===== config.mk =====
export PLATFORM = sky130hd
export DESIGN_NAME = truth_sweep_ctrl
export DESIGN_NICKNAME = d
export VERILOG_FILES = /design/src/rtl/tsc_pkg.sv /design/src/rtl/truth_sweep_ctrl_settle_timer.sv /design/src/rtl/truth_sweep_ctrl.sv
export SDC_FILE = /design/constraint.sdc
export NUM_CORES = 1
export LEC_CHECK = 0
export ABC_CLOCK_PERIOD_IN_PS = 2110
export CAP_MARGIN = 5
export CORE_UTILIZATION = 51
export CTS_CLUSTER_DIAMETER = 30
export DETAILED_ROUTE_END_ITERATION = 8
export HOLD_SLACK_MARGIN = 0.05
export PLACE_DENSITY = 0.89
export SLEW_MARGIN = 0
export SYNTH_ARGS = -nofsm -noshare
export SYNTH_HDL_FRONTEND = slang
export SYNTH_SLANG_ARGS = --single-unit

===== constraint.sdc =====
create_clock -name clk -period 2.11 [get_ports clk]
set_clock_uncertainty 0.1 [all_clocks]
set_input_delay 0.3165 -clock clk [delete_from_list [all_inputs] [get_ports clk]]
set_output_delay 0.3165 -clock clk [all_outputs]
set_load 0.02 [all_outputs]

===== src/rtl/tsc_pkg.sv =====
// Shared definitions for the truth-table sweep controller: FSM state encoding
// and settle counter width.
package tsc_pkg;

    localparam int CNT_W = 4;

    typedef enum logic [1:0] {
        ST_IDLE   = 2'd0,
        ST_SETTLE = 2'd1,
        ST_SAMPLE = 2'd2,
        ST_DONE   = 2'd3
    } state_t;

endpackage


===== src/rtl/truth_sweep_ctrl_settle_timer.sv =====
// Settle delay counter: loads SETTLE-1 when a vector is driven, counts down
// while the controller waits, and flags zero when the wait is over.
module settle_timer
    import tsc_pkg::*;
#(
    parameter int SETTLE = 1
) (
    input  logic i_clk,
    input  logic i_rst,
    input  logic i_load,
    input  logic i_dec,
    output logic o_zero
);

    localparam logic [CNT_W-1:0] RELOAD = (SETTLE > 0) ? CNT_W'(SETTLE - 1) : '0;

    logic [CNT_W-1:0] r_cnt;

    // Counter register: load has priority over decrement; never underflows.
    always_ff @(posedge i_clk or posedge i_rst) begin
        if (i_rst) begin
            r_cnt <= '0;
        end else if (i_load) begin
            r_cnt <= RELOAD;
        end else if (i_dec && (r_cnt != '0)) begin
            r_cnt <= r_cnt - CNT_W'(1);
        end else begin
            r_cnt <= r_cnt;
        end
    end

    assign o_zero = (r_cnt == '0);

endmodule


===== src/rtl/truth_sweep_ctrl.sv =====
// Sweeps an N_IN-input function pair through every input vector, captures both
// truth tables and reports equivalence. Optional macro: TSC_STOP_ON_FAIL_EN.
module truth_sweep_ctrl
    import tsc_pkg::*;
#(
    parameter int N_IN   = 2,
    parameter int SETTLE = 1
) (
    input  logic                   clk,
    input  logic                   rst,
    input  logic                   start,
    input  logic                   s1_in,
    input  logic                   s2_in,
    output logic [N_IN-1:0]        vec_out,
    output logic                   busy,
    output logic                   done,
    output logic                   equiv,
    output logic [N_IN:0]          mismatch_cnt,
    output logic                   fail_seen,
    output logic [N_IN-1:0]        first_fail,
    output logic [(1<<N_IN)-1:0]   tt1,
    output logic [(1<<N_IN)-1:0]   tt2
);

    localparam logic [N_IN-1:0] LAST_VEC    = '1;
    localparam logic            ZERO_SETTLE = (SETTLE == 0);

    state_t                  r_state;
    state_t                  w_next;
    logic [N_IN-1:0]         r_vec;
    logic                    r_busy;
    logic                    r_done;
    logic                    r_equiv;
    logic [N_IN:0]           r_mm_cnt;
    logic                    r_fail_seen;
    logic [N_IN-1:0]         r_first_fail;
    logic [(1<<N_IN)-1:0]    r_tt1;
    logic [(1<<N_IN)-1:0]    r_tt2;

    logic                    w_mis;
    logic                    w_last;
    logic                    w_stop;
    logic                    w_end;
    logic [N_IN:0]           w_mm_next;
    logic                    w_load;
    logic                    w_zero;

    assign w_mis     = s1_in ^ s2_in;
    assign w_last    = (r_vec == LAST_VEC);
    assign w_mm_next = r_mm_cnt + {{N_IN{1'b0}}, w_mis};

`ifdef TSC_STOP_ON_FAIL_EN
    assign w_stop = w_mis;
`else
    assign w_stop = 1'b0;
`endif

    assign w_end  = w_last | w_stop;
    assign w_load = ((r_state == ST_IDLE) && start) ||
                    ((r_state == ST_SAMPLE) && !w_end);

    settle_timer #(.SETTLE(SETTLE)) u_timer (
        .i_clk  (clk),
        .i_rst  (rst),
        .i_load (w_load),
        .i_dec  (r_state == ST_SETTLE),
        .o_zero (w_zero)
    );

    // State register.
    always_ff @(posedge clk or posedge rst) begin
        if (rst) begin
            r_state <= ST_IDLE;
        end else begin
            r_state <= w_next;
        end
    end

    // Next-state logic.
    always_comb begin
        w_next = r_state;
        case (r_state)
            ST_IDLE: begin
                if (start) begin
                    w_next = ZERO_SETTLE ? ST_SAMPLE : ST_SETTLE;
                end else begin
                    w_next = ST_IDLE;
                end
            end
            ST_SETTLE: begin
                if (w_zero) begin
                    w_next = ST_SAMPLE;
                end else begin
                    w_next = ST_SETTLE;
                end
            end
            ST_SAMPLE: begin
                if (w_end) begin
                    w_next = ST_DONE;
                end else begin
                    w_next = ZERO_SETTLE ? ST_SAMPLE : ST_SETTLE;
                end
            end
            ST_DONE: w_next = ST_IDLE;
            default: w_next = ST_IDLE;
        endcase
    end

    // Result and output registers; equiv is resolved as done rises so both
    // are valid in the same cycle.
    always_ff @(posedge clk or posedge rst) begin
        if (rst) begin
            r_vec        <= '0;
            r_busy       <= 1'b0;
            r_done       <= 1'b0;
            r_equiv      <= 1'b0;
            r_mm_cnt     <= '0;
            r_fail_seen  <= 1'b0;
            r_first_fail <= '0;
            r_tt1        <= '0;
            r_tt2        <= '0;
        end else begin
            case (r_state)
                ST_IDLE: begin
                    if (start) begin
                        r_vec        <= '0;
                        r_busy       <= 1'b1;
                        r_done       <= 1'b0;
                        r_equiv      <= 1'b0;
                        r_mm_cnt     <= '0;
                        r_fail_seen  <= 1'b0;
                        r_first_fail <= '0;
                        r_tt1        <= '0;
                        r_tt2        <= '0;
                    end
                end
                ST_SAMPLE: begin
                    r_tt1[r_vec] <= s1_in;
                    r_tt2[r_vec] <= s2_in;
                    r_mm_cnt     <= w_mm_next;
                    if (w_mis && !r_fail_seen) begin
                        r_first_fail <= r_vec;
                        r_fail_seen  <= 1'b1;
                    end
                    if (w_end) begin
                        r_done  <= 1'b1;
                        r_equiv <= (w_mm_next == '0);
                    end else begin
                        r_vec <= r_vec + N_IN'(1);
                    end
                end
                ST_DONE: begin
                    r_done <= 1'b0;
                    r_busy <= 1'b0;
                    r_vec  <= '0;
                end
                default: begin
                    r_done <= 1'b0;
                end
            endcase
        end
    end

    assign vec_out      = r_vec;
    assign busy         = r_busy;
    assign done         = r_done;
    assign equiv        = r_equiv;
    assign mismatch_cnt = r_mm_cnt;
    assign fail_seen    = r_fail_seen;
    assign first_fail   = r_first_fail;
    assign tt1          = r_tt1;
    assign tt2          = r_tt2;

endmodule


# --- Word level (Yosys, flattened, before mapping) ---
# Cells that the tools add are included.
totals:
  output_inout_bits: 19
  regBits: 25
  elab_cells: 76
classes:
  n_addsub: 3
  muxes: 29
  n_lt_le_gt_ge: 2
  eq_ne: 8
  bitwise_logic: 1
  n_reduce_logical: 22
op_table:
  columns: ["operator", "n"]
  rows:
  - ["4-bit case mux with 2 select lines", 2]
  - ["4-bit two-way mux", 3]
  - ["2-bit two-way mux", 5]
  - ["3-bit AND reduction", 3]
  - ["4-bit bitwise mux", 2]
  - ["1-bit case mux with 2 select lines", 4]
  - ["2-bit case mux with 4 select lines", 1]
  - ["1-bit two-way mux", 7]
  - ["2-bit equality test, second input constant", 3]
  - ["2-bit != test, second input constant", 3]
  - ["2-bit case mux with 3 select lines", 1]
  - ["3-bit case mux with 2 select lines", 1]
  - ["2-bit AND reduction", 3]
  - ["2-bit nonzero test", 3]
  - ["1-bit logical AND", 5]
  - ["4-bit zero test", 1]
  - ["2-bit case mux with 2 select lines", 1]
  - ["4-bit nonzero test", 1]
  - ["4-bit by 1-bit subtractor with 4-bit output, second input constant", 1]
  - ["3-bit by 1-bit adder with 3-bit output", 1]
  - ["3-bit zero test", 1]
  - ["2-bit by 3-bit less-than comparator with 1-bit output, second input constant", 1]
  - ["3-bit two-way mux", 1]
  - ["3-bit nonzero test", 1]
  - ["other kinds (9)", 10]

# --- Depth between registers and ports, before layout ---
# Gate-level depths: netlist (run 1).
logic_depth:
  ltp_word: 6
  mapped_depth: 6
  mapped_depth_nobuf: 6

# --- Cells and area by module ---
# From an unflattened synthesis (run 1), not the netlist that was laid out.
unflattened:
  hier_cells: 117
  area_unflattened_um2: 1348.8
modules_own_cells:
  columns: ["mod", "area_each_um2", "n_inst", "cells_each"]
  rows:
  - ["truth_sweep_ctrl", 1107.3, 1, 93]
  - ["settle_timer", 241.5, 1, 24]

# --- Least setup slack after synthesis (run 1) ---
# Ideal clock, no wire load.
synth_path:
  path_kind: "reg-to-reg"
  startpoint: "register r_mm_cnt[0] (netlist: mismatch_cnt[0])"
  endpoint: "register r_equiv (netlist: equiv)"
  stages_incl_launch_ff: 6
  required_ns: 1.885
  path_slack_ns: 0.475
  t_arrival_ns: 1.410
  n_path_buf: 0
  setup_time_ns: 0.125
  cell_sequence: "dfrtp_1 > ha_1 > ha_1 > nand2b_1 > and4_1 > mux2_2"
synth_via:
  elab_chain_len: 4
synth_rtl:
  columns: ["element", "line_no", "rtl"]
  rows:
  - ["from (decl)", "truth_sweep_ctrl.sv:34", "logic [N_IN:0] r_mm_cnt;"]
  - ["from (signal assigned)", "truth_sweep_ctrl.sv:140", "r_mm_cnt <= w_mm_next;"]
  - ["3-bit by 1-bit adder with 3-bit output", "truth_sweep_ctrl.sv:50", "assign w_mm_next = r_mm_cnt + {{N_IN{1'b0}}, w_mis};"]
  - ["3-bit zero test", "truth_sweep_ctrl.sv:147", "r_equiv <= (w_mm_next == '0);"]
  - ["1-bit two-way mux", "truth_sweep_ctrl.sv:145", "if (w_end) begin"]
  - ["1-bit case mux with 2 select lines", "truth_sweep_ctrl.sv:123", "case (r_state)"]
  - ["to (signal assigned)", "truth_sweep_ctrl.sv:147", null]
  - ["to (decl)", "truth_sweep_ctrl.sv:33", "logic r_equiv;"]
# Every way passes these cells. The select of a mux whose other input is x is not followed.
# A chain may end at the register's enable or synchronous reset.

# --- Worst setup path in the final report (run 1) ---
layout_path:
  startpoint: "register r_vec[0] (netlist: vec_out[0])"
  endpoint: "output vec_out[0]"
layout_rtl:
  columns: ["element", "line_no", "rtl"]
  rows:
  - ["from (decl)", "truth_sweep_ctrl.sv:30", "logic [N_IN-1:0] r_vec;"]
  - ["from (signal assigned)", "truth_sweep_ctrl.sv:149", "r_vec <= r_vec + N_IN'(1);"]
  - ["to (decl)", "truth_sweep_ctrl.sv:14", "output logic [N_IN-1:0] vec_out,"]
# No word-level cell between the ends.

==> run_summary.xml, run 1 <==
<?xml version="1.0" encoding="UTF-8"?>
<metrics>
  <group name="layout">
    <metric name="register_area" unit="µm²">625.6</metric>
    <metric name="fin_nets" unit="">158</metric>
    <metric name="area_occupied_by_multi_input_gates" unit="µm²">623.1</metric>
    <metric name="fill_count" unit="">188</metric>
    <metric name="layout.core_utilization" unit="%">64.27</metric>
    <metric name="finish.instance_area" unit="µm²">1578</metric>
    <metric name="drive_gt1_share" unit="%">7.639</metric>
    <metric name="antenna_fix_cells" unit="">0</metric>
    <metric name="area_overhead_vs_synth" unit="%">19.98</metric>
  </group>
  <group name="detailed_routing">
    <metric name="detail_route.wirelength" unit="µm">2438</metric>
    <metric name="drtAntennaViolNets" unit="">0</metric>
    <metric name="average_wire_per_cell_in_the_routed_design" unit="µm">14.01</metric>
    <metric name="residual_drc_count" unit="">0</metric>
    <metric name="detail_route.first_pass.iterations" unit="">4</metric>
    <metric name="via_per_inst" unit="">5.443</metric>
    <metric name="dr.first_iter.drc_count" unit="">22</metric>
    <metric name="num_vias" unit="">947</metric>
  </group>
  <group name="power_and_ir_drop">
    <metric name="maximum_ir_drop_on_the_vdd_rail" unit="V">0.0009605</metric>
    <metric name="leakage" unit="nW">0.7331</metric>
    <metric name="power.share.combinational" unit="%">48.2</metric>
    <metric name="p_seq_share" unit="%">40.8</metric>
    <metric name="power" unit="mW">1.922</metric>
    <metric name="p_switching" unit="µW">783.4</metric>
    <metric name="sw_frac_of_total" unit="%">40.77</metric>
    <metric name="power.internal" unit="mW">1.138</metric>
    <metric name="clock_power_share" unit="%">11.0</metric>
    <metric name="power_per_cell_area" unit="nW/µm²">1218</metric>
  </group>
  <group name="critical_path">
    <metric name="worst-path-buf-inv" unit="">1</metric>
    <metric name="timing.reg2reg.worst_path_depth" unit="">4</metric>
    <metric name="critPathArrivalTime" unit="ns">1.46</metric>
    <metric name="cpLargestDelayFamily" unit="">buffers and inverters</metric>
    <metric name="worstReg2RegStart" unit="">vec_out[0]$_DFFE_PP0P_</metric>
    <metric name="worst_case_register_to_register_setup_slack" unit="ns">0.37</metric>
    <metric name="critical_path.reg2reg.endpoint" unit="">equiv$_DFFE_PP0P_</metric>
    <metric name="end_kind" unit="">output pin</metric>
    <metric name="required_time_of_the_critical_path" unit="ns">1.69</metric>
    <metric name="crit_path_cell_trace" unit="">clkdlybuf4s50_1</metric>
    <metric name="timing_worst_setup_path_type" unit="">reg2out</metric>
    <metric name="critPathSlowestCell" unit="">sky130_fd_sc_hd__clkdlybuf4s50_1</metric>
    <metric name="critical_path_peak_fanout" unit="">6</metric>
    <metric name="timing.critical_path.from_type" unit="">flop</metric>
    <metric name="worst_path_largest_cell_delay" unit="ns">0.65</metric>
  </group>
  <group name="run">
    <metric name="cap_viol_max_count" unit="">0</metric>
  </group>
  <group name="floorplanning">
    <metric name="rows" unit="">18</metric>
    <metric name="floorplan.die.width" unit="µm">52.78</metric>
    <metric name="floorplan.initialDensity" unit="%">53.57</metric>
    <metric name="floorplan.die_area" unit="µm²">2786</metric>
    <metric name="die_h" unit="µm">52.78</metric>
    <metric name="ioPinCount" unit="">24</metric>
    <metric name="core_region_area" unit="µm²">2455</metric>
  </group>
  <group name="synth">
    <metric name="total_nets_after_synthesis" unit="">135</metric>
    <metric name="post_synth.cell_area_avg" unit="µm²">10.78</metric>
    <metric name="synth-seq-area-share" unit="%">47.57</metric>
    <metric name="synth-seq-cells" unit="">25</metric>
    <metric name="synthCells" unit="">122</metric>
    <metric name="yosysWarnings" unit="">0</metric>
    <metric name="post_syn_area" unit="µm²">1315</metric>
    <metric name="netlist-cell-type-count" unit="">31</metric>
  </group>
  <group name="sta">
    <metric name="max_freq" unit="MHz">534.2</metric>
    <metric name="timing.final.hold_violations" unit="">0</metric>
    <metric name="worstMarginPinSlew" unit="ns">0.4014</metric>
    <metric name="fin_ws" unit="ns">0.2381</metric>
    <metric name="layout_worst_path_cycle_share" unit="%">88.72</metric>
    <metric name="grt_setup_unrepaired" unit="">false</metric>
    <metric name="report.final.slew_viol_count" unit="">0</metric>
    <metric name="timing.max_slew.rel_slack" unit="%">73.24</metric>
    <metric name="layout_min_cycle_time" unit="ns">1.872</metric>
    <metric name="endpoints_failing_setup" unit="">0</metric>
  </group>
  <group name="cts">
    <metric name="clkTransAtPathRegs" unit="ns">0.13</metric>
    <metric name="cts_num_sinks" unit="">25</metric>
    <metric name="tritoncts" unit="">built</metric>
    <metric name="clock_tree.buffer_depth" unit="">2</metric>
    <metric name="htree_num_levels" unit="">1</metric>
    <metric name="clock_latency" unit="ns">0.31</metric>
    <metric name="clockRootBuffer" unit="">sky130_fd_sc_hd__clkbuf_4</metric>
    <metric name="cts-buffers-inserted" unit="">3</metric>
    <metric name="post-cts-setup-buffer-count" unit="">0</metric>
    <metric name="ctsResizeCount" unit="">0</metric>
    <metric name="cts_hold_repair.buffers" unit="">0</metric>
  </group>
  <group name="placed_design">
    <metric name="dp_hpwl" unit="µm">1853</metric>
    <metric name="dpl_worst_slack" unit="ns">-0.05095</metric>
    <metric name="place_area" unit="µm²">1550</metric>
    <metric name="routabilityCongestion" unit="">0.7292</metric>
    <metric name="portBuffers" unit="">23</metric>
  </group>
  <group name="status">
    <metric name="run_status" unit="">finished, final reports clean</metric>
  </group>
  <group name="global_route">
    <metric name="groute.usage.overall" unit="%">20.54</metric>
    <metric name="vias_in_the_first_global_route" unit="">934</metric>
    <metric name="met1_usage" unit="%">26.38</metric>
    <metric name="grt.overflow.total" unit="">0</metric>
    <metric name="globalRoute.busiestLayer" unit="">met2</metric>
    <metric name="met3_usage_in_global_routing" unit="%">2.609</metric>
    <metric name="grt_first_pass_wirelength" unit="µm">4105</metric>
    <metric name="grt_start_max_net_pins" unit="">26</metric>
    <metric name="grt.met2_usage" unit="%">34.81</metric>
    <metric name="antenna_found_initial" unit="">0</metric>
  </group>
  <group name="min_path">
    <metric name="type_of_the_worst_min_delay_path" unit="">in2async</metric>
  </group>
</metrics>
[worst max-delay path by stage]
stage / from / endpoint / slack, ns / cells after the start
finish: vec_out[0]$_DFFE_PP0P_ / vec_out[0] / 0.24 / 1
global route: vec_out[0]$_DFFE_PP0P_ / vec_out[0] / 0.18 / 1
CTS: vec_out[0]$_DFFE_PP0P_ / vec_out[0] / 0.23 / 1
detailed placement: s2_in / equiv$_DFFE_PP0P_ / -0.05 / 7
global placement: s1_in / equiv$_DFFE_PP0P_ / 0.01 / 7
floorplan: mismatch_cnt[0]$_DFFE_PP0P_ / equiv$_DFFE_PP0P_ / 0.47 / 5
[power groups by stage]
stage	Clock (mW)	Sequential, mW	Combinational (mW)
2_1_floorplan	0	0.886	0.482
3_3_place_gp	0	0.778	0.904
3_5_place_dp	0	0.793	0.929
4_1_cts	0.217	0.783	0.932
5_1_grt	0.232	0.803	1.01
6_report	0.210	0.784	0.927
[layout by cell type, fill, tap and decap left out, drive strengths merged, types with 2 or more instances in the layout]
cell / count
a21oi: 4
a22o: 5
and2b: 2
clkbuf: 3
clkdlybuf4s50: 23
dfrtp: 25
ha: 8
inv: 7
mux2: 2
mux2i: 12
nand2: 16
nand2b: 3
nand3: 3
nor2: 2
nor2b: 2
o21ai: 12
o22ai: 2
o2bb2ai: 2
or3b: 2
[flip-flops by register name (all words and copies together), names as in the netlist]
signal	count
busy	1
done	1
equiv	1
fail_seen	1
first_fail	2
mismatch_cnt	3
r_state	2
tt1	4
tt2	4
u_timer.r_cnt	4
vec_out	2
[synth_stat cells]
library cell	instances	area share, %
sky130_fd_sc_hd__clkbuf_1	1	0.29
sky130_fd_sc_hd__xor2_1	1	0.67
sky130_fd_sc_hd__and2b_1	2	1.1
sky130_fd_sc_hd__nor2_1	2	0.57
sky130_fd_sc_hd__o21ai_0	11	4.2
sky130_fd_sc_hd__buf_6	1	0.86
sky130_fd_sc_hd__mux2i_1	12	9.1
sky130_fd_sc_hd__o2bb2ai_2	1	1.1
sky130_fd_sc_hd__nand3b_1	1	0.57
sky130_fd_sc_hd__xnor2_1	1	0.67
sky130_fd_sc_hd__or3b_1	2	1.3
sky130_fd_sc_hd__and4_1	1	0.67
sky130_fd_sc_hd__a22o_1	5	3.3
sky130_fd_sc_hd__nand2b_1	3	1.4
sky130_fd_sc_hd__inv_1	7	2.0
sky130_fd_sc_hd__and2_1	1	0.48
sky130_fd_sc_hd__nand3_1	3	1.1
sky130_fd_sc_hd__nand2_1	16	4.6
sky130_fd_sc_hd__ha_1	8	7.6
sky130_fd_sc_hd__buf_4	2	1.1
sky130_fd_sc_hd__nor3_1	1	0.38
sky130_fd_sc_hd__o22ai_2	1	0.95
sky130_fd_sc_hd__mux2_2	2	1.7
sky130_fd_sc_hd__a21oi_1	4	1.5
sky130_fd_sc_hd__dfrtp_1	25	48
sky130_fd_sc_hd__o21ai_2	1	0.67
sky130_fd_sc_hd__buf_2	2	0.76
sky130_fd_sc_hd__nor2b_1	2	0.95
sky130_fd_sc_hd__o21bai_4	1	1.4
sky130_fd_sc_hd__o2bb2ai_1	1	0.67
sky130_fd_sc_hd__o22ai_1	1	0.48
[cell type report]
cell class / count / area share, %
sequential: 25 / 39.65
multi-input combinational: 84 / 39.49
clock buffer: 3 / 1.427
timing repair buffer: 24 / 15.07
inverter: 7 / 1.665
clock inverter: 1 / 0.3172
tap: 30 / 2.379
[kinds of logic (layout without fill, tap and decap cells)]
logic type	Yosys count	after routing	share of synthesized area, %
flip-flops	25	25	47.57
adder cells (fa/ha/maj)	8	8	7.612
AND/OR/NAND/NOR	34	34	13.23
XOR/XNOR	2	2	1.332
buffers and inverters	13	35	5.043
multiplexers	14	14	10.85
AO/OA/AOI/OAI	26	26	14.37
[stage by stage]
stage	hold WS (ns)	std cells	TNS, ns
finish	0.2384	174	0
global route	0.2540	174	0
CTS	0.2522	174	0
detailed placement	0.3629	170	-0.05095
global placement	0.3547	170	0
floorplan	0.2438	122	0
[layer usage]
metal / share of wire, % / vias up / routed length (µm)
met2: 49 / 23 / 1183
met5: 0 / - / 0
met1: 47 / 454 / 1139
met4: 1.7 / 0 / 42
li1: - / 466 / -
met3: 2.9 / 4 / 71
[worst register-to-register path, cell delays in order, from the launching register on]
cell,delay (ns)
sky130_fd_sc_hd__dfrtp_1,0.49
sky130_fd_sc_hd__ha_1,0.36
sky130_fd_sc_hd__nand2_1,0.14
sky130_fd_sc_hd__a21oi_1,0.20
sky130_fd_sc_hd__mux2_2,0.36
(Power assumes the default switching activity.)
==> inputs of run 2 (changes only) <==
CAP_MARGIN = 10   (was 5)
CELL_PAD_IN_SITES_DETAIL_PLACEMENT = 2   (was default)
CELL_PAD_IN_SITES_GLOBAL_PLACEMENT = 2   (was default)
CORE_UTILIZATION = 33   (was 51)
==> run 2 against run 1 <==
Against the previous run: count of clock-buffer cells in the layout unchanged; global-route usage down 3.3 points; largest power group unchanged; setup slack better by 0.0048 ns; hold slack better by 0.049 ns; largest cell class unchanged; non-clock buffer count unchanged; first-iteration DRC count down 36%; critical path type is now in2reg.
==> run_summary.xml, run 2 (synthesis gave the netlist of run 1 again) <==
<?xml version="1.0" encoding="UTF-8"?>
<metrics>
  <group name="sta">
    <metric name="report.final.slew_viol_count" unit="">0</metric>
    <metric name="timing.max_slew.rel_slack" unit="%">71.85</metric>
    <metric name="timing.final.hold_violations" unit="">0</metric>
    <metric name="layout_min_cycle_time" unit="ns">1.867</metric>
    <metric name="layout_worst_path_cycle_share" unit="%">88.49</metric>
    <metric name="fin_ws" unit="ns">0.2429</metric>
    <metric name="max_freq" unit="MHz">535.6</metric>
    <metric name="endpoints_failing_setup" unit="">0</metric>
    <metric name="worstMarginPinSlew" unit="ns">0.4211</metric>
    <metric name="grt_setup_unrepaired" unit="">false</metric>
  </group>
  <group name="floorplanning">
    <metric name="core_region_area" unit="µm²">3744</metric>
    <metric name="ioPinCount" unit="">24</metric>
    <metric name="floorplan.initialDensity" unit="%">35.13</metric>
    <metric name="floorplan.die_area" unit="µm²">4241</metric>
    <metric name="rows" unit="">22</metric>
    <metric name="floorplan.die.width" unit="µm">65.13</metric>
    <metric name="die_h" unit="µm">65.13</metric>
  </group>
  <group name="global_route">
    <metric name="grt_start_max_net_pins" unit="">26</metric>
    <metric name="antenna_found_initial" unit="">0</metric>
    <metric name="vias_in_the_first_global_route" unit="">1082</metric>
    <metric name="grt_first_pass_wirelength" unit="µm">5423</metric>
    <metric name="grt.overflow.total" unit="">0</metric>
    <metric name="groute.usage.overall" unit="%">17.27</metric>
  </group>
  <group name="run">
    <metric name="cap_viol_max_count" unit="">0</metric>
  </group>
  <group name="detailed_routing">
    <metric name="detail_route.first_pass.iterations" unit="">3</metric>
    <metric name="met2RoutedLength" unit="µm">1529</metric>
    <metric name="num_vias" unit="">981</metric>
    <metric name="met1_length" unit="µm">1423</metric>
    <metric name="highest-signal-layer" unit="">met4</metric>
    <metric name="average_wire_per_cell_in_the_routed_design" unit="µm">16.08</metric>
    <metric name="met3RoutedLength" unit="µm">69</metric>
    <metric name="dr.first_iter.drc_count" unit="">14</metric>
    <metric name="drtAntennaViolNets" unit="">0</metric>
    <metric name="residual_drc_count" unit="">0</metric>
    <metric name="detail_route.wirelength" unit="µm">3087</metric>
    <metric name="via_per_inst" unit="">5.109</metric>
  </group>
  <group name="min_path">
    <metric name="type_of_the_worst_min_delay_path" unit="">in2async</metric>
  </group>
  <group name="layout">
    <metric name="antenna_fix_cells" unit="">0</metric>
    <metric name="area_overhead_vs_synth" unit="%">23.12</metric>
    <metric name="fin_nets" unit="">158</metric>
    <metric name="layout_common_cells" unit="">sky130_fd_sc_hd__dfrtp_1, sky130_fd_sc_hd__clkdlybuf4s50_1, sky130_fd_sc_hd__nand2_1</metric>
    <metric name="finish.instance_area" unit="µm²">1619</metric>
    <metric name="layout.core_utilization" unit="%">43.25</metric>
    <metric name="drive_gt1_share" unit="%">7.639</metric>
    <metric name="mostFrequentLayoutCell" unit="">sky130_fd_sc_hd__dfrtp_1</metric>
  </group>
  <group name="cts">
    <metric name="clkTransAtPathRegs" unit="ns">0.09</metric>
    <metric name="cts_hold_repair.buffers" unit="">0</metric>
    <metric name="post-cts-setup-buffer-count" unit="">0</metric>
    <metric name="cts-buffers-inserted" unit="">3</metric>
    <metric name="clock_latency" unit="ns">0.28</metric>
    <metric name="cts_num_sinks" unit="">25</metric>
    <metric name="tritoncts" unit="">built</metric>
    <metric name="htree_num_levels" unit="">1</metric>
    <metric name="ctsResizeCount" unit="">0</metric>
    <metric name="clockRootBuffer" unit="">sky130_fd_sc_hd__clkbuf_8</metric>
    <metric name="clock_tree.buffer_depth" unit="">2</metric>
  </group>
  <group name="placed_design">
    <metric name="dpl_worst_slack" unit="ns">-0.05446</metric>
    <metric name="dp_hpwl" unit="µm">2334</metric>
    <metric name="routabilityCongestion" unit="">0.6958</metric>
    <metric name="place_area" unit="µm²">1573</metric>
    <metric name="portBuffers" unit="">23</metric>
  </group>
  <group name="critical_path">
    <metric name="worstReg2RegStart" unit="">vec_out[0]$_DFFE_PP0P_</metric>
    <metric name="required_time_of_the_critical_path" unit="ns">2.18</metric>
    <metric name="timing_worst_setup_path_type" unit="">in2reg</metric>
    <metric name="timing.critical_path.from_type" unit="">input pin</metric>
    <metric name="critical_path_peak_fanout" unit="">2</metric>
    <metric name="end_kind" unit="">flop</metric>
    <metric name="critPathArrivalTime" unit="ns">1.93</metric>
    <metric name="critical_path.startpoint" unit="">s1_in</metric>
  </group>
  <group name="power_and_ir_drop">
    <metric name="sw_frac_of_total" unit="%">40.82</metric>
    <metric name="p_switching" unit="µW">828.6</metric>
    <metric name="power.internal" unit="mW">1.201</metric>
    <metric name="leakage" unit="nW">0.7408</metric>
    <metric name="p_seq_share" unit="%">39.0</metric>
    <metric name="power" unit="mW">2.030</metric>
    <metric name="power_per_cell_area" unit="nW/µm²">1254</metric>
    <metric name="clock_power_share" unit="%">14.3</metric>
    <metric name="power.share.combinational" unit="%">46.7</metric>
    <metric name="maximum_ir_drop_on_the_vdd_rail" unit="V">0.0003395</metric>
  </group>
  <group name="status">
    <metric name="run_status" unit="">finished, final reports clean</metric>
  </group>
</metrics>
[run 2: cell types whose count changed in the layout (fill, tap and decap cells not counted)]
cell,change
sky130_fd_sc_hd__clkbuf_4,-3
sky130_fd_sc_hd__clkbuf_8,+3
[run 2: cell type report]
type | instances | area (µm²)
inverter | 7 | 26.28
fill | 420 | 2125
multi-input combinational | 84 | 623.1
sequential | 25 | 625.6
tap | 48 | 60.06
timing repair buffer | 24 | 237.7
clock inverter | 1 | 5.005
clock buffer | 3 | 41.29
[run 2: per-layer routing]
metal	vias up	GRT usage (%)
li1	464	-
met1	495	21.75
met2	17	29.30
met3	5	2.604
met4	0	7.337
met5	-	0
[run 2: worst paths after layout]
check                                               endpoint  slack (ns)  depth (start not counted)
max in group asynchronous                   busy$_DFFE_PP0P_        1.38                          3
worst min register to register  u_timer.r_cnt[3]$_DFFE_PP0P_        0.39                          1
worst min-delay path                      tt1[3]$_DFFE_PP0P_        0.29                          3
worst max register to register             equiv$_DFFE_PP0P_        0.39                          4
min in group clk                u_timer.r_cnt[3]$_DFFE_PP0P_        0.39                          1
worst max-delay path                       equiv$_DFFE_PP0P_        0.24                          7
[run 2: through the flow]
stage	TNS [ns]	instances	hold slack [ns]
6_report	0	192	0.2869
2_1_floorplan	0	122	0.2438
3_3_place_gp	0	188	0.3501
4_1_cts	0	192	0.2953
3_5_place_dp	-0.05446	188	0.3722
5_1_grt	0	192	0.3243
[run 2: power by group through the flow]
stage / sequential [mW] / clock [mW] / combinational, mW
5_1_grt: 0.826 / 0.327 / 1.04
3_3_place_gp: 0.782 / 0 / 0.924
4_1_cts: 0.797 / 0.309 / 0.966
6_report: 0.791 / 0.291 / 0.948
3_5_place_dp: 0.802 / 0 / 0.959
2_1_floorplan: 0.886 / 0 / 0.482
[run 2: critical path, stage by stage]
cell and delay (ns):
sky130_fd_sc_hd__clkdlybuf4s50_1 0.43, sky130_fd_sc_hd__xor2_1 0.19, sky130_fd_sc_hd__ha_1 0.19, sky130_fd_sc_hd__ha_1 0.19, sky130_fd_sc_hd__nand2b_1 0.16, sky130_fd_sc_hd__and4_1 0.20
sky130_fd_sc_hd__mux2_2 0.25
==> inputs of run 3 (changes only) <==
ABC_CLOCK_PERIOD_IN_PS = 1590   (was 2110)
CORE_UTILIZATION = 29   (was 33)
PLACE_DENSITY = 0.84   (was 0.89)
clock period = 1.59 ns   (was 2.11 ns; I/O delays follow)
==> run 3 against run 2 <==
Against the previous run: setup slack worse by 0.19 ns; hold slack worse by 0.082 ns; power up 37%; clock power up 37%; sequential power up 33%; critical path depth down 2; sequential share of layout area down 2.8 points; largest cell class is now multi-input combinational cells; largest power group unchanged.
==> run_summary.xml, run 3 (synthesis gave the netlist of run 1 again) <==
<?xml version="1.0" encoding="UTF-8"?>
<metrics>
  <group name="status">
    <metric name="run_status" unit="">finished, final reports clean</metric>
  </group>
  <group name="floorplanning">
    <metric name="die_h" unit="µm">69.34</metric>
    <metric name="floorplan.die_area" unit="µm²">4808</metric>
    <metric name="rows" unit="">24</metric>
    <metric name="core_region_area" unit="µm²">4354</metric>
    <metric name="floorplan.die.width" unit="µm">69.34</metric>
    <metric name="ioPinCount" unit="">24</metric>
    <metric name="floorplan.initialDensity" unit="%">30.20</metric>
  </group>
  <group name="sta">
    <metric name="timing.final.hold_violations" unit="">0</metric>
    <metric name="timing.max_slew.rel_slack" unit="%">76.99</metric>
    <metric name="max_freq" unit="MHz">648.5</metric>
    <metric name="grt_setup_unrepaired" unit="">false</metric>
    <metric name="layout_min_cycle_time" unit="ns">1.542</metric>
    <metric name="endpoints_failing_setup" unit="">0</metric>
    <metric name="layout_worst_path_cycle_share" unit="%">96.98</metric>
    <metric name="fin_worst_hold_slack" unit="ns">0.2046</metric>
    <metric name="worstMarginPinSlew" unit="ns">0.3451</metric>
    <metric name="report.final.slew_viol_count" unit="">0</metric>
  </group>
  <group name="critical_path">
    <metric name="required_time_of_the_critical_path" unit="ns">1.66</metric>
    <metric name="timing.reg2reg.worst_path_depth" unit="">5</metric>
    <metric name="end_kind" unit="">flop</metric>
    <metric name="critical_path.reg2reg.endpoint" unit="">equiv$_DFFE_PP0P_</metric>
    <metric name="timing.critical_path.from_type" unit="">flop</metric>
    <metric name="worstReg2RegStart" unit="">mismatch_cnt[0]$_DFFE_PP0P_</metric>
    <metric name="worstSetupEndpoint" unit="">equiv$_DFFE_PP0P_</metric>
    <metric name="worst_case_register_to_register_setup_slack" unit="ns">0.05</metric>
    <metric name="timing_worst_setup_path_type" unit="">reg2reg</metric>
    <metric name="critPathArrivalTime" unit="ns">1.61</metric>
    <metric name="critical_path.startpoint" unit="">mismatch_cnt[0]$_DFFE_PP0P_</metric>
    <metric name="critical_path_peak_fanout" unit="">3</metric>
  </group>
  <group name="layout">
    <metric name="fin_nets" unit="">171</metric>
    <metric name="layout_common_cells" unit="">sky130_fd_sc_hd__dfrtp_1, sky130_fd_sc_hd__dlygate4sd2_1, sky130_fd_sc_hd__nand2_1</metric>
    <metric name="drive_gt1_share" unit="%">22.93</metric>
    <metric name="area_overhead_vs_synth" unit="%">33.97</metric>
    <metric name="fill_count" unit="">460</metric>
    <metric name="antenna_fix_cells" unit="">0</metric>
    <metric name="finish.instance_area" unit="µm²">1762</metric>
    <metric name="mostFrequentLayoutCell" unit="">sky130_fd_sc_hd__dfrtp_1</metric>
  </group>
  <group name="detailed_routing">
    <metric name="average_wire_per_cell_in_the_routed_design" unit="µm">16.91</metric>
    <metric name="drtAntennaViolNets" unit="">0</metric>
    <metric name="dr.first_iter.drc_count" unit="">15</metric>
    <metric name="num_vias" unit="">1037</metric>
    <metric name="residual_drc_count" unit="">0</metric>
    <metric name="via_per_inst" unit="">4.962</metric>
    <metric name="detail_route.first_pass.iterations" unit="">4</metric>
    <metric name="detail_route.wirelength" unit="µm">3534</metric>
  </group>
  <group name="cts">
    <metric name="clock_latency" unit="ns">0.28</metric>
    <metric name="htree_num_levels" unit="">1</metric>
    <metric name="cts-buffers-inserted" unit="">3</metric>
    <metric name="tritoncts" unit="">built</metric>
    <metric name="clock_tree.buffer_depth" unit="">2</metric>
    <metric name="clkTransAtPathRegs" unit="ns">0.10</metric>
    <metric name="clockRootBuffer" unit="">sky130_fd_sc_hd__clkbuf_8</metric>
    <metric name="cts_num_sinks" unit="">25</metric>
  </group>
  <group name="power_and_ir_drop">
    <metric name="leakage" unit="nW">0.8999</metric>
    <metric name="maximum_ir_drop_on_the_vdd_rail" unit="V">0.0005254</metric>
    <metric name="power_per_cell_area" unit="nW/µm²">1575</metric>
  </group>
  <group name="global_route">
    <metric name="antenna_found_initial" unit="">0</metric>
    <metric name="vias_in_the_first_global_route" unit="">1210</metric>
    <metric name="grt_first_pass_wirelength" unit="µm">6030</metric>
    <metric name="grt.overflow.total" unit="">0</metric>
    <metric name="grt_start_max_net_pins" unit="">26</metric>
    <metric name="groute.usage.overall" unit="%">15.82</metric>
  </group>
  <group name="placed_design">
    <metric name="place_area" unit="µm²">1667</metric>
    <metric name="dp_hpwl" unit="µm">2705</metric>
    <metric name="routabilityCongestion" unit="">0.7101</metric>
    <metric name="portBuffers" unit="">23</metric>
  </group>
  <group name="run">
    <metric name="cap_viol_max_count" unit="">0</metric>
  </group>
  <group name="min_path">
    <metric name="type_of_the_worst_min_delay_path" unit="">in2async</metric>
  </group>
</metrics>
==> run 3: cell count changes in the layout (fill, tap and decap cells not counted), moves of 3 or more <==
cell / delta
sky130_fd_sc_hd__clkdlybuf4s50_1: -21
sky130_fd_sc_hd__dlygate4sd2_1: +18
sky130_fd_sc_hd__buf_4: +13
sky130_fd_sc_hd__dfrtp_1: -4
sky130_fd_sc_hd__dfrtp_2: +4
sky130_fd_sc_hd__dlymetal6s2s_1: +3
sky130_fd_sc_hd__ha_1: -3
==> run 3: how the worst min path moves through the flow <==
stage               depth (start not counted)                           end  slack, ns
global route                                3            tt1[3]$_DFFE_PP0P_       0.24
finish                                      3            tt1[3]$_DFFE_PP0P_       0.20
floorplan                                   1              busy$_DFFE_PP0P_       0.17
CTS                                         3            tt1[3]$_DFFE_PP0P_       0.21
detailed placement                          1  u_timer.r_cnt[3]$_DFFE_PP0P_       0.37
global placement                            1  u_timer.r_cnt[3]$_DFFE_PP0P_       0.36
==> run 3: what timing repair did <==
| item | in CTS | in global routing |
|---|---|---|
| setup buffers | 0 | 2 |
| endpoints found under the setup margin | 22 | 7 |
| resized for setup | 21 | 9 |
| hold buffers | 0 | 0 |
==> run 3: area by class of cell <==
cell class	count	area, µm²	share of cell area [%]
Multi-Input combinational cell	84	670.6	38.07
Sequential cell	25	630.6	35.80
Timing Repair Buffer	37	320.3	18.18
Tap cell	52	65.06	3.693
Clock buffer	3	41.29	2.344
Inverter	7	26.28	1.491
Clock inverter	1	7.507	0.4261
==> run 3: worst max-delay path, stage by stage (launching register included) <==
cell and delay, ns:
sky130_fd_sc_hd__dfrtp_2 0.44, sky130_fd_sc_hd__ha_4 0.17, sky130_fd_sc_hd__ha_4 0.26, sky130_fd_sc_hd__nor2_1 0.03, sky130_fd_sc_hd__and4_1 0.18, sky130_fd_sc_hd__mux2_2 0.25
==> run 3: through the flow <==
step	std cells	util, %	power [mW]	setup TNS, ns	worst slack (ns)
2_1_floorplan	122	-	1.824	0	0.0004092
3_3_place_gp	203	38.28	2.371	-1.076	-0.4137
3_5_place_dp	203	38.28	2.476	-1.624	-0.4877
4_1_cts	207	39.40	2.812	0	0.0002216
5_1_grt	209	40.46	2.963	0	0.005245
6_report	209	40.46	2.775	0	0.04808
==> run 3: per-layer routing <==
layer  track usage [%]  up-vias  part of all wire (%)
met5                 0        -                     0
met4             6.122        0                   1.5
met3             2.326        4                   2.0
met2             27.62       18                    53
met1             19.59      524                    44
li1                  -      491                     -
==> run 3: power breakdown <==
group	leakage, nW	internal [mW]	total (mW)	switching, mW
clock network	0.0217	0.178	0.400	0.222
logic	0.551	0.600	1.33	0.725
registers	0.327	0.833	1.05	0.216
total	0.900	1.61	2.77	1.16
